**config.mk**
```make
export PLATFORM = sky130hd
export DESIGN_NAME = io_output_port_flat
export DESIGN_NICKNAME = d
export VERILOG_FILES = /design/src/rtl/io_output_port_if.sv /design/src/rtl/io_output_port.sv /design/src/flat_wrapper.sv
export SDC_FILE = /design/constraint.sdc
export NUM_CORES = 1
export LEC_CHECK = 0
export CAP_MARGIN = 0
export CELL_PAD_IN_SITES_DETAIL_PLACEMENT = 1
export CELL_PAD_IN_SITES_GLOBAL_PLACEMENT = 2
export CORE_ASPECT_RATIO = 1.1
export CORE_UTILIZATION = 40
export CTS_CLUSTER_SIZE = 24
export DETAILED_ROUTE_END_ITERATION = 8
export DONT_BUFFER_PORTS = 1
export GPL_ROUTABILITY_DRIVEN = 0
export PLACE_DENSITY = 0.68
export SLEW_MARGIN = 25
export SYNTH_ARGS = -nofsm -noshare
export SYNTH_HDL_FRONTEND = slang
export SYNTH_SLANG_ARGS = --single-unit
```
**constraint.sdc**
```tcl
create_clock -name clk -period 2.9 [get_ports clk]
set_input_delay 0.29 -clock clk [delete_from_list [all_inputs] [get_ports clk]]
set_output_delay 0.29 -clock clk [all_outputs]
set_load 0.005 [all_outputs]
```
**src/rtl/io_output_port_if.sv**
```systemverilog
// CPU/device bus of the output port: CPU write/status/interrupt signals
// and the device-side strobe/ack handshake.
interface io_output_port_if;
    logic       switch;
    logic       cpu_wr;
    logic [7:0] cpu_data;
    logic       cpu_stat_rd;
    logic [7:0] status;
    logic       irq;
    logic       irq_ack;
    logic [7:0] dev_data;
    logic       dev_strb;
    logic       dev_ack;

    // Port side: consumes CPU writes and device acks, drives the device.
    modport slave (
        input  switch, cpu_wr, cpu_data, cpu_stat_rd, irq_ack, dev_ack,
        output status, irq, dev_data, dev_strb
    );

    // CPU + device side as seen by whoever talks to the port.
    modport master (
        output switch, cpu_wr, cpu_data, cpu_stat_rd, irq_ack, dev_ack,
        input  status, irq, dev_data, dev_strb
    );
endinterface

```
**src/rtl/io_output_port.sv**
```systemverilog
// Output port: CPU byte FIFO drained to a device over a 4-phase strobe/ack
// handshake, with a polling status word and a drain interrupt.
module io_output_port #(
    parameter int DEPTH     = 4,
    parameter int SETUP_CYC = 2
) (
    input  logic             clk,
    input  logic             rst,
    io_output_port_if.slave  bus
);
    localparam int AW = (DEPTH > 1) ? $clog2(DEPTH) : 1;
    localparam int CW = AW + 1;
    localparam int TW = $clog2(SETUP_CYC + 1);

    typedef enum logic [1:0] {IDLE, SETUP, STROBE, RELEASE} state_t;

    logic [7:0]    mem [DEPTH];
    logic [AW-1:0] wr_ptr, rd_ptr;
    logic [CW-1:0] count;
    logic          full, empty, push, pop, load;
    logic          ovf;
    logic [TW-1:0] timer;
    state_t        state, state_nxt;
    logic [7:0]    dev_data_q;
    logic          dev_strb_q;
    logic          irq_pend, pend_nxt, irq_q;
    logic [31:0]   cnt_w;
    logic [2:0]    cnt3;

    assign full  = (count == CW'(DEPTH));
    assign empty = (count == '0);
    // A write while full is dropped even if the head pops in the same cycle.
    assign push  = bus.cpu_wr && !full;

    // FIFO storage; contents need no reset because count gates every read.
    always_ff @(posedge clk) begin
        if (push) mem[wr_ptr] <= bus.cpu_data;
    end

    // Pointers wrap naturally (DEPTH is a power of two); count tracks occupancy.
    always_ff @(posedge clk or posedge rst) begin
        if (rst) begin
            wr_ptr <= '0;
            rd_ptr <= '0;
            count  <= '0;
        end else begin
            if (push) wr_ptr <= wr_ptr + 1'b1;
            if (pop)  rd_ptr <= rd_ptr + 1'b1;
            case ({push, pop})
                2'b10:   count <= count + 1'b1;
                2'b01:   count <= count - 1'b1;
                default: count <= count;
            endcase
        end
    end

    // Sticky overflow; a new overflow outranks a status-read clear.
    always_ff @(posedge clk or posedge rst) begin
        if (rst)                        ovf <= 1'b0;
        else if (bus.cpu_wr && full)    ovf <= 1'b1;
        else if (bus.cpu_stat_rd)       ovf <= 1'b0;
    end

    // Handshake FSM state register.
    always_ff @(posedge clk or posedge rst) begin
        if (rst) state <= IDLE;
        else     state <= state_nxt;
    end

    // Next state plus the load/pop strobes that move bytes out of the FIFO.
    always_comb begin
        state_nxt = state;
        load      = 1'b0;
        pop       = 1'b0;
        case (state)
            IDLE:    if (!empty) begin
                         load      = 1'b1;
                         state_nxt = SETUP;
                     end
            SETUP:   if (timer == '0) state_nxt = STROBE;
            STROBE:  if (bus.dev_ack) state_nxt = RELEASE;
            RELEASE: if (!bus.dev_ack) begin
                         pop       = 1'b1;
                         state_nxt = IDLE;
                     end
            default: state_nxt = IDLE;
        endcase
    end

    // Setup timer: counts down the data-to-strobe hold after each load.
    always_ff @(posedge clk or posedge rst) begin
        if (rst)                                   timer <= '0;
        else if (load)                             timer <= TW'(SETUP_CYC - 1);
        else if (state == SETUP && timer != '0)    timer <= timer - 1'b1;
    end

    // Device outputs: data latched on load, strobe registered off next state.
    always_ff @(posedge clk or posedge rst) begin
        if (rst) begin
            dev_data_q <= 8'h00;
            dev_strb_q <= 1'b0;
        end else begin
            if (load) dev_data_q <= mem[rd_ptr];
            dev_strb_q <= (state_nxt == STROBE);
        end
    end

    // Pending interrupt: set by the draining pop, which beats a same-cycle ack.
    always_comb begin
        pend_nxt = irq_pend;
        if (!bus.switch)                              pend_nxt = 1'b0;
        else if (pop && count == CW'(1) && !push)     pend_nxt = 1'b1;
        else if (bus.irq_ack || push)                 pend_nxt = 1'b0;
    end

    // irq is the registered, mode-gated view of the pending flag.
    always_ff @(posedge clk or posedge rst) begin
        if (rst) begin
            irq_pend <= 1'b0;
            irq_q    <= 1'b0;
        end else begin
            irq_pend <= pend_nxt;
            irq_q    <= pend_nxt & bus.switch;
        end
    end

    assign cnt_w = 32'(count);
    assign cnt3  = (cnt_w > 32'd7) ? 3'd7 : cnt_w[2:0];

    assign bus.status   = {ovf, empty, full, (state != IDLE), 1'b0, cnt3};
    assign bus.irq      = irq_q;
    assign bus.dev_data = dev_data_q;
    assign bus.dev_strb = dev_strb_q;
endmodule
```
**src/flat_wrapper.sv**
```systemverilog
// flat-port wrapper written by rule: the top's interface ports become plain ports
module io_output_port_flat 
#(
    parameter int DEPTH     = 4,
    parameter int SETUP_CYC = 2
)
  (clk, rst, bus_switch, bus_cpu_wr, bus_cpu_data, bus_cpu_stat_rd, bus_irq_ack, bus_dev_ack, bus_status, bus_irq, bus_dev_data, bus_dev_strb);
  io_output_port_if bus_i ();
  input  logic clk;
  input  logic rst;
  input wire logic [$bits(bus_i.switch)-1:0] bus_switch;
  input wire logic [$bits(bus_i.cpu_wr)-1:0] bus_cpu_wr;
  input wire logic [$bits(bus_i.cpu_data)-1:0] bus_cpu_data;
  input wire logic [$bits(bus_i.cpu_stat_rd)-1:0] bus_cpu_stat_rd;
  input wire logic [$bits(bus_i.irq_ack)-1:0] bus_irq_ack;
  input wire logic [$bits(bus_i.dev_ack)-1:0] bus_dev_ack;
  output wire logic [$bits(bus_i.status)-1:0] bus_status;
  output wire logic [$bits(bus_i.irq)-1:0] bus_irq;
  output wire logic [$bits(bus_i.dev_data)-1:0] bus_dev_data;
  output wire logic [$bits(bus_i.dev_strb)-1:0] bus_dev_strb;
  assign bus_i.switch = bus_switch;
  assign bus_i.cpu_wr = bus_cpu_wr;
  assign bus_i.cpu_data = bus_cpu_data;
  assign bus_i.cpu_stat_rd = bus_cpu_stat_rd;
  assign bus_i.irq_ack = bus_irq_ack;
  assign bus_i.dev_ack = bus_dev_ack;
  assign bus_status = bus_i.status;
  assign bus_irq = bus_i.irq;
  assign bus_dev_data = bus_i.dev_data;
  assign bus_dev_strb = bus_i.dev_strb;
  io_output_port #(.DEPTH(DEPTH), .SETUP_CYC(SETUP_CYC)) u_core (.clk(clk), .rst(rst), .bus(bus_i));
endmodule
```
==> results of run 1 <==
## per-stage QoR
stage               area, sq um  hold slack, ns
finish                     2460          0.0596
global route               2460          0.0538
CTS                        2460          0.0640
detailed placement         2360           0.389
global placement           2360           0.389
floorplan                  2340           0.279
## worst max-delay path, delay by kind of cell, from the launching register on
family / cells / cell delay (ns)
flip-flops: 1 / 0.46
AO/OA/AOI/OAI: 3 / 0.74
adder cells (fa/ha/maj): 2 / 0.64
buffers and inverters: 2 / 0.24
## power by group through the flow
stage	Sequential [W]	Combinational [W]	Clock, W
after floorplan	0.00117	0.000803	0
after CTS	0.00129	0.000823	0.000500
after global routing	0.00132	0.000899	0.000534
after global placement	0.00129	0.000770	0
final	0.00128	0.000803	0.000479
after detailed placement	0.00130	0.000818	0
## cell type report
type	instances	area, sq um	area share
Clock buffer	6	72.6	0.0294
Clock inverter	2	33.8	0.0137
Multi-Input combinational cell	68	701	0.284
Sequential cell	54	1510	0.613
Tap cell	75	93.8	0.0381
Inverter	14	52.6	0.0213
## sequential cells by signal, summed over array words and instances (netlist names)
| name | count |
|---|---|
| u_core.bus.dev_data | 8 |
| u_core.bus.dev_strb | 1 |
| u_core.count | 3 |
| u_core.irq_pend | 1 |
| u_core.mem | 32 |
| u_core.ovf | 1 |
| u_core.rd_ptr | 2 |
| u_core.state | 2 |
| u_core.timer | 2 |
| u_core.wr_ptr | 2 |
## worst max path at each step
stage / startpoint / endpoint / slack, ns
2_1_floorplan: u_core.count[0] / u_core.count[2] / 1.11
3_3_place_gp: u_core.count[0] / u_core.mem[0][6] / 0.82
3_5_place_dp: u_core.count[0] / u_core.mem[0][6] / 0.70
4_1_cts: u_core.count[0] / u_core.mem[0][1] / 0.68
5_1_grt: u_core.count[0] / u_core.count[2] / 0.45
6_report: u_core.count[0] / u_core.count[2] / 0.71
## logic make-up after synthesis
kind of cell,count (synthesis),share of synthesized area
flip-flops,54,0.647
buffers and inverters,25,0.0535
AND/OR/NAND/NOR,19,0.0460
AO/OA/AOI/OAI,16,0.0460
multiplexers,16,0.128
adder cells (fa/ha/maj),11,0.0589
XOR/XNOR,5,0.0187
other,1,0.00160
## metal layers
layer  vias up  routed length (um)
met4         0                  13
li1        507                   -
met5         -                   0
met1       576                1610
met3         2                 247
met2        25                1960
## placed cells by master, fill, tap and decap left out, types with 4 or more instances in the layout
cell type  instances
xnor2_1            5
mux4_2             8
dfrtp_1           22
and2_1             5
ha_1              11
clkbuf_8           5
edfxtp_1          32
nand2_1            5
a21oi_1            4
mux2_4             8
inv_1             14
==> flow_metrics.tcl, run 1 <==
set metrics [dict create \
    setup_viol 0 \
    cp.arrival_ns 2.37 \
    sw_frac_of_total 0.310 \
    wire_per_inst_um 17.5 \
    syn-num-nets 173 \
    status "finished clean" \
    max-slew-margin-rel 0.408 \
    rsz0062_at_grt "false" \
    grt_util_met3 0.0534 \
    grt_use_met1 0.178 \
    start_util 0.425 \
    hp-class "input pin to async pin" \
    post_cts_resized 0 \
    worstSetupPathType "flip-flop to flip-flop" \
    antenna_found_initial 0 \
    period_minus_slack_ns 2.19 \
    syn-cell-area_sq_mm 0.00234 \
    crit_path_cell_trace "inv_1, ha_1, a21boi_1, inv_1, ha_1, a21oi_1, o22a_1" \
    postRouteAntennaNets 0 \
    path_clk_slew_ns 0.09 \
    clkPwrFrac 0.187 \
    postSynthAreaPerCell_sq_um 15.9 \
    crit_slowest_cell "a21boi_1" \
    die_y_um 82.2 \
    preCtsSetupSlack_ns 0.703 \
    use_met2 0.239 \
    die_w_um 74.9 \
    grtUsageTotal 0.145 \
    grt-ovfl-total 0 \
    layout-drive-gt1-share 0.174 \
    h-tree-depth 2 \
    grt_pass1_vias 1240 \
    critPathLaunchType "flip-flop" \
    worstReg2RegStart "u_core.count[0]" \
    synth_top_area_frac 0.411 \
    synth_warnings 0 \
    period_share 0.755 \
    p_seq_frac 0.499 \
    place_inst 211 \
    synth_common_cells "edfxtp_1, dfrtp_1, inv_1" \
    clock_latency_ns 0.30 \
    cp.required_ns 3.09 \
    p_leak_nw 0.980 \
    power_frac_comb 0.314 \
    ys_ff_latch 54 \
    yosysMostFrequentCell "edfxtp_1" \
    cts_made_buffers 5 \
    internal_power_w 0.00176 \
    cts.sinks 54 \
    fillers 559 \
    syn2layout_area_growth_pct 5.46 \
    dr.first_iter.drc_count 56 \
    power.density_mw_per_mm2 1040 \
    reg2reg_slack_ns 0.71 \
    hold_viol 0 \
    async_flop_share 0.407 \
    viasPerCell 5.07 \
    drc_errors 0 \
    r2r_end "u_core.count[2]" \
    cp_max_fo 8 \
    skew_ns 0.00651 \
    grt_max_degree 23 \
    die_area_sq_mm 0.00615 \
    io_pins 33 \
    post-route-util 0.448 \
    layout.cells.non_filler 219 \
    grt-busiest-layer "met2" \
    grt_pass1_wl_mm 6.33 \
    cpPeakStageDelay_ns 0.50 \
    cts_root_buf "clkbuf_8" \
    post_cts_buffers 0 \
    worst_ir_drop_vdd_mv 0.475 \
    firstDrtPassIters 4 \
    core_sq_mm 0.00550 \
    hold_buffers 0 \
    yosysUniqueCellTypes 33 \
    layout_setup_ws_ns 0.711 \
    clock_path_buffers 2 \
    netlist_top_cells_area "edfxtp_1, dfrtp_1, mux4_2" \
    max_freq_mhz 457 \
    r2r_cells 7 \
    p_total_w 0.00256 \
    end_kind "flip-flop" \
    dpl.hpwl_mm 2.75 \
    port_buffers 0 \
    worst_pin_slew_ns 0.887 \
    postSynthCellCount 147 \
    slew_viol_final 0 \
    setup-tns-final_ns 0 \
    p_switching_w 0.000793 \
    yosysSeqAreaShare 0.647 \
    diodes 0 \
    drv_cap 0 \
    rows 28 \
    final_net_count 169 \
    vias 1110 \
    tritoncts "done" \
    ys.flop_type "edfxtp_1" \
    synth_enable_flop_cells 32 \
    yosysTopAreaCell "edfxtp_1" \
    wirelength_mm 3.83 \
]
Note: power is estimated with default switching activity, not from simulation.
==> run 2, diff against run 1 <==
--- a/config.mk
+++ b/config.mk
@@ -14,7 +14,7 @@
 export DETAILED_ROUTE_END_ITERATION = 8
 export DONT_BUFFER_PORTS = 1
 export GPL_ROUTABILITY_DRIVEN = 0
-export PLACE_DENSITY = 0.68
+export PLACE_DENSITY = 0.71
 export SLEW_MARGIN = 25
 export SYNTH_ARGS = -nofsm -noshare
 export SYNTH_HDL_FRONTEND = slang
==> constraint.sdc (replaced) <==
create_clock -name clk -period 2 [get_ports clk]
set_input_delay 0.2 -clock clk [delete_from_list [all_inputs] [get_ports clk]]
set_output_delay 0.2 -clock clk [all_outputs]
set_load 0.005 [all_outputs]
==> run 2 against run 1 <==
Cell count rose by 6.4%. First-iteration DRC count rose by 25%. Clock power rose by 20%. Core utilization rose by 2.0 points. Non-clock buffer count rose by 14. Count of clock-buffer cells in the layout did not move. Combinational power rose by 62%. Critical endpoint is now u_core.mem[1][1]. Largest cell class unchanged.
==> flow_metrics.tcl, run 2 (same netlist as run 1, synthesis figures left out) <==
set metrics [dict create \
    io_pins 33 \
    worstSetupPathType "flip-flop to flip-flop" \
    timing.critical_path.from "u_core.count[1]" \
    mostFrequentLayoutCell "edfxtp_1" \
    hold_viol 0 \
    layout.cells.non_filler 233 \
    place_inst 216 \
    setup-tns-final_ns 0 \
    layout.area.seq_sq_mm 0.00151 \
    wire_per_inst_um 17.8 \
    period_minus_slack_ns 1.86 \
    dr.first_iter.drc_count 70 \
    critPathBufInv 2 \
    largest_reg_flops 32 \
    top_register "u_core.mem" \
    drc_errors 0 \
    cts_root_buf "clkbuf_8" \
    grt_max_degree 18 \
    viasPerCell 5.08 \
    setup_viol 0 \
    rsz0062_at_grt "false" \
    worstReg2RegStart "u_core.count[1]" \
    grtUsageTotal 0.151 \
    tritoncts "done" \
    max_freq_mhz 537 \
    r2r_end "u_core.mem[1][1]" \
    wirelength_mm 4.16 \
    status "finished clean" \
    h-tree-depth 2 \
    cp_max_fo 8 \
    syn2layout_area_growth_pct 10.1 \
    r2r_cells 5 \
    worst_ir_drop_vdd_mv 0.611 \
    core_sq_mm 0.00550 \
    firstDrtPassIters 4 \
    vias 1184 \
    critPathLaunchType "flip-flop" \
    cp.required_ns 1.94 \
    post-route-util 0.468 \
    grt_pass1_vias 1325 \
    clock_path_buffers 2 \
    grt_pass1_wl_mm 6.64 \
    p_leak_nw 1.04 \
    crit_path_cell_trace "inv_1, ha_1, a21boi_1, buf_4, and2_1" \
    crit_slowest_cell "dfrtp_1" \
    cts_made_buffers 5 \
    end_kind "flip-flop" \
    cp.depth 5 \
    slew_viol_final 0 \
    max-slew-margin-rel 0.651 \
    power.density_mw_per_mm2 1430 \
    p_total_w 0.00367 \
    cp-endpoint "u_core.mem[1][1]" \
    grt-ovfl-total 0 \
    final_net_count 183 \
    die_y_um 82.2 \
    cp.arrival_ns 1.81 \
    dpl.hpwl_mm 2.95 \
    cpPeakStageDelay_ns 0.42 \
    preCtsSetupSlack_ns 0.0946 \
    start_util 0.425 \
    rows 28 \
    worst_pin_slew_ns 0.524 \
    final_cell_mix "edfxtp_1, dfrtp_1, inv_1" \
    clock_latency_ns 0.30 \
    period_share 0.932 \
    reg2reg_slack_ns 0.14 \
    die_w_um 74.9 \
    port_buffers 0 \
    antenna_found_initial 0 \
    multi_input_area_sq_um 704 \
    skew_ns 0.0115 \
    diodes 0 \
    layout-drive-gt1-share 0.215 \
    path_clk_slew_ns 0.09 \
    cts.sinks 54 \
    layout_setup_ws_ns 0.136 \
    postRouteAntennaNets 0 \
    drv_cap 0 \
    fillers 564 \
    die_area_sq_mm 0.00615 \
    critPathTopFamily "flip-flops" \
    hp-class "input pin to flip-flop" \
]
-- run 2: changes by cell type in the layout (fill, tap and decap cells not counted), sizes merged --
| cell | delta |
|---|---|
| buf | +5 |
| bufinv | -1 |
| clkinv | +1 |
| dlygate4sd3 | +9 |
-- run 2: worst min-delay path by stage --
stage,depth (start not counted),end,from
2_1_floorplan,1,u_core.bus.dev_data[0],rst
3_3_place_gp,1,u_core.count[2],rst
3_5_place_dp,1,u_core.count[2],rst
4_1_cts,1,u_core.bus.dev_strb,bus_dev_ack
5_1_grt,1,u_core.bus.dev_strb,bus_dev_ack
6_report,1,u_core.bus.dev_strb,bus_dev_ack
-- run 2: per-stage QoR --
| stage | area [sq um] | hold slack, ns |
|---|---|---|
| 2_1_floorplan | 2340 | 0.189 |
| 3_3_place_gp | 2400 | 0.0275 |
| 3_5_place_dp | 2400 | 0.0340 |
| 4_1_cts | 2570 | 0.0171 |
| 5_1_grt | 2570 | 0.0124 |
| 6_report | 2570 | 0.0179 |
-- run 2: repair_timing --
| item | in CTS | in global routing |
|---|---|---|
| hold buffers | 9 | 0 |
| hold endpoints to repair | 37 | 0 |
| resized for setup | 0 | 3 |
| endpoints found under the setup margin | 0 | 9 |
| buffers inserted | 0 | 0 |
-- run 2: worst reg2reg max path: stages, from the launching register on --
cell      delay (ns)
dfrtp_1         0.42
inv_1           0.10
ha_1            0.21
a21boi_1        0.20
buf_4           0.17
and2_1          0.41
-- run 2: final cells by class --
type | count | area share
Timing Repair Buffer | 14 | 0.0496
Inverter | 14 | 0.0204
Sequential cell | 54 | 0.588
Clock inverter | 2 | 0.00389
Clock buffer | 6 | 0.0282
Multi-Input combinational cell | 68 | 0.274
Tap cell | 75 | 0.0365
-- run 2: power breakdown --
group,switching [W],internal [W]
registers,0.000257,0.00154
clock network,0.000333,0.000244
logic,0.000589,0.000708
-- run 2: per-layer routing --
layer | GRT usage | part of all wire | routed length [um]
met5 | 0 | 0 | 0
met4 | 0.0453 | 0.0082 | 34
met3 | 0.0303 | 0.028 | 115
met2 | 0.277 | 0.55 | 2300
met1 | 0.175 | 0.41 | 1710
==> run 3, diff against run 2 <==
--- a/config.mk
+++ b/config.mk
@@ -9,6 +9,7 @@
 export CELL_PAD_IN_SITES_DETAIL_PLACEMENT = 1
 export CELL_PAD_IN_SITES_GLOBAL_PLACEMENT = 2
 export CORE_ASPECT_RATIO = 1.1
+export CORE_MARGIN = 2
 export CORE_UTILIZATION = 40
 export CTS_CLUSTER_SIZE = 24
 export DETAILED_ROUTE_END_ITERATION = 8
==> run 3 against run 2 <==
Final area about the same. Critical endpoint is now u_core.mem[0][2]. Register-to-register slack better by 0.03 ns. Count of clock-buffer cells in the layout up 1. Highest routed layer unchanged.
==> flow_metrics.tcl, run 3 (same netlist as run 1, synthesis figures left out) <==
set metrics [dict create \
    cp.arrival_ns 1.78 \
    port_buffers 0 \
    wirelength_mm 3.89 \
    p_seq_frac 0.504 \
    setup-tns-final_ns 0 \
    worstSetupPathType "flip-flop to flip-flop" \
    met1_length_mm 1.63 \
    core_sq_mm 0.00570 \
    vias 1180 \
    worst_ir_drop_vdd_mv 0.454 \
    post_cts_resized 0 \
    drc_errors 0 \
    status "finished clean" \
    die_w_um 76.9 \
    cts.sinks 54 \
    io_pins 33 \
    clkPwrFrac 0.156 \
    tritoncts "done" \
    wire_per_inst_um 16.5 \
    max_freq_mhz 545 \
    wl_met3_um 224 \
    crit_path_cell_trace "inv_1, ha_1, a21boi_1, buf_4, and2_1" \
    final_net_count 183 \
    cpPeakStageDelay_ns 0.42 \
    path_clk_slew_ns 0.09 \
    sw_frac_of_total 0.318 \
    rows 29 \
    p_switching_w 0.00116 \
    setup_viol 0 \
    top_register "u_core.mem" \
    worst_pin_slew_ns 0.885 \
    viasPerCell 5.02 \
    critPathLaunchType "flip-flop" \
    cts_made_buffers 5 \
    fillers 580 \
    die_y_um 84.2 \
    antenna_found_initial 0 \
    highest_layer "met4" \
    period_share 0.918 \
    cts_root_buf "clkbuf_8" \
    grt_pass1_wl_mm 6.55 \
    rsz0062_at_grt "false" \
    hold_buffers 10 \
    hold_viol 0 \
    dr.first_iter.drc_count 109 \
    hp-class "input pin to flip-flop" \
    p_leak_nw 1.03 \
    cp_max_fo 8 \
    grt_max_degree 23 \
    firstDrtPassIters 4 \
    power.density_mw_per_mm2 1420 \
    grtUsageTotal 0.131 \
    end_kind "flip-flop" \
    crit_slowest_cell "dfrtp_1" \
    postRouteAntennaNets 0 \
    layout-drive-gt1-share 0.184 \
    max-slew-margin-rel 0.409 \
    final_cell_mix "edfxtp_1, dfrtp_1, inv_1" \
    wl_met2_mm 2.03 \
    mostFrequentLayoutCell "edfxtp_1" \
    critPathTopFamily "flip-flops" \
    clock_path_buffers 2 \
    clock_latency_ns 0.30 \
    internal_power_w 0.00249 \
    grt_pass1_vias 1308 \
    power_frac_comb 0.340 \
    slew_viol_final 0 \
    holdWs_ns 0.0278 \
    die_area_sq_mm 0.00647 \
    cp.required_ns 1.95 \
    start_util 0.410 \
    skew_ns 0.00896 \
    critPathBufInv 2 \
    drv_cap 0 \
    post_cts_buffers 0 \
    syn2layout_area_growth_pct 10.2 \
    grt-ovfl-total 0 \
    largest_reg_flops 32 \
    dpl.hpwl_mm 2.84 \
    h-tree-depth 2 \
    diodes 0 \
    period_minus_slack_ns 1.84 \
]
-- run 3: changes by cell type in the layout (fill, tap and decap cells not counted), sizes merged --
cell,previous run,this run
buf,5,4
clkinvlp,0,1
clkbuf,6,7
dlygate4sd3,9,10
clkinv,2,0
-- run 3: per-layer routing --
metal	GRT usage	up-vias
li1	-	533
met1	0.157	614
met2	0.226	31
met3	0.0462	2
met4	0.0347	0
met5	0	-
-- run 3: path summary, 6_finish.rpt --
path	from	to	slack [ns]	cells after the start
max in group asynchronous	rst	u_core.rd_ptr[0]	0.91	2
worst min-delay path	bus_cpu_wr	u_core.ovf	0.03	1
min in group asynchronous	rst	u_core.bus.dev_data[2]	0.54	2
worst min register to register	u_core.timer[0]	u_core.timer[0]	0.52	1
worst max-delay path	u_core.count[1]	u_core.mem[0][2]	0.16	5
worst max register to register	u_core.count[1]	u_core.mem[0][2]	0.16	5
-- run 3: worst reg2reg max path: stages (launching register included) --
cell      delay, ns
dfrtp_1        0.42
inv_1          0.10
ha_1           0.21
a21boi_1       0.19
buf_4          0.17
and2_1         0.41
-- run 3: area by class of cell --
class | instances | area (sq um) | area share
Clock inverter | 1 | 7.51 | 0.00292
Tap cell | 77 | 96.3 | 0.0374
Multi-Input combinational cell | 68 | 701 | 0.272
Inverter | 14 | 52.6 | 0.0204
Sequential cell | 54 | 1510 | 0.587
Timing Repair Buffer | 14 | 130 | 0.0505
Clock buffer | 7 | 76.3 | 0.0296
-- run 3: through the flow --
stage	std cells	worst slack [ns]	area, sq um	utilization	power [W]
after floorplan	147	0.212	2340	-	0.00286
after global placement	217	0.152	2390	0.420	0.00303
after detailed placement	217	0.132	2390	0.420	0.00312
after CTS	235	0.127	2570	0.452	0.00372
after global routing	235	0.0184	2570	0.452	0.00393
final	235	0.165	2570	0.452	0.00365
-- run 3: power groups by stage --
stage	registers [W]	clock network, W	logic [W]
after floorplan	0.00170	0	0.00116
after detailed placement	0.00187	0	0.00125
after global routing	0.00189	0.000647	0.00139
after CTS	0.00185	0.000598	0.00127
after global placement	0.00185	0	0.00117
final	0.00184	0.000571	0.00124
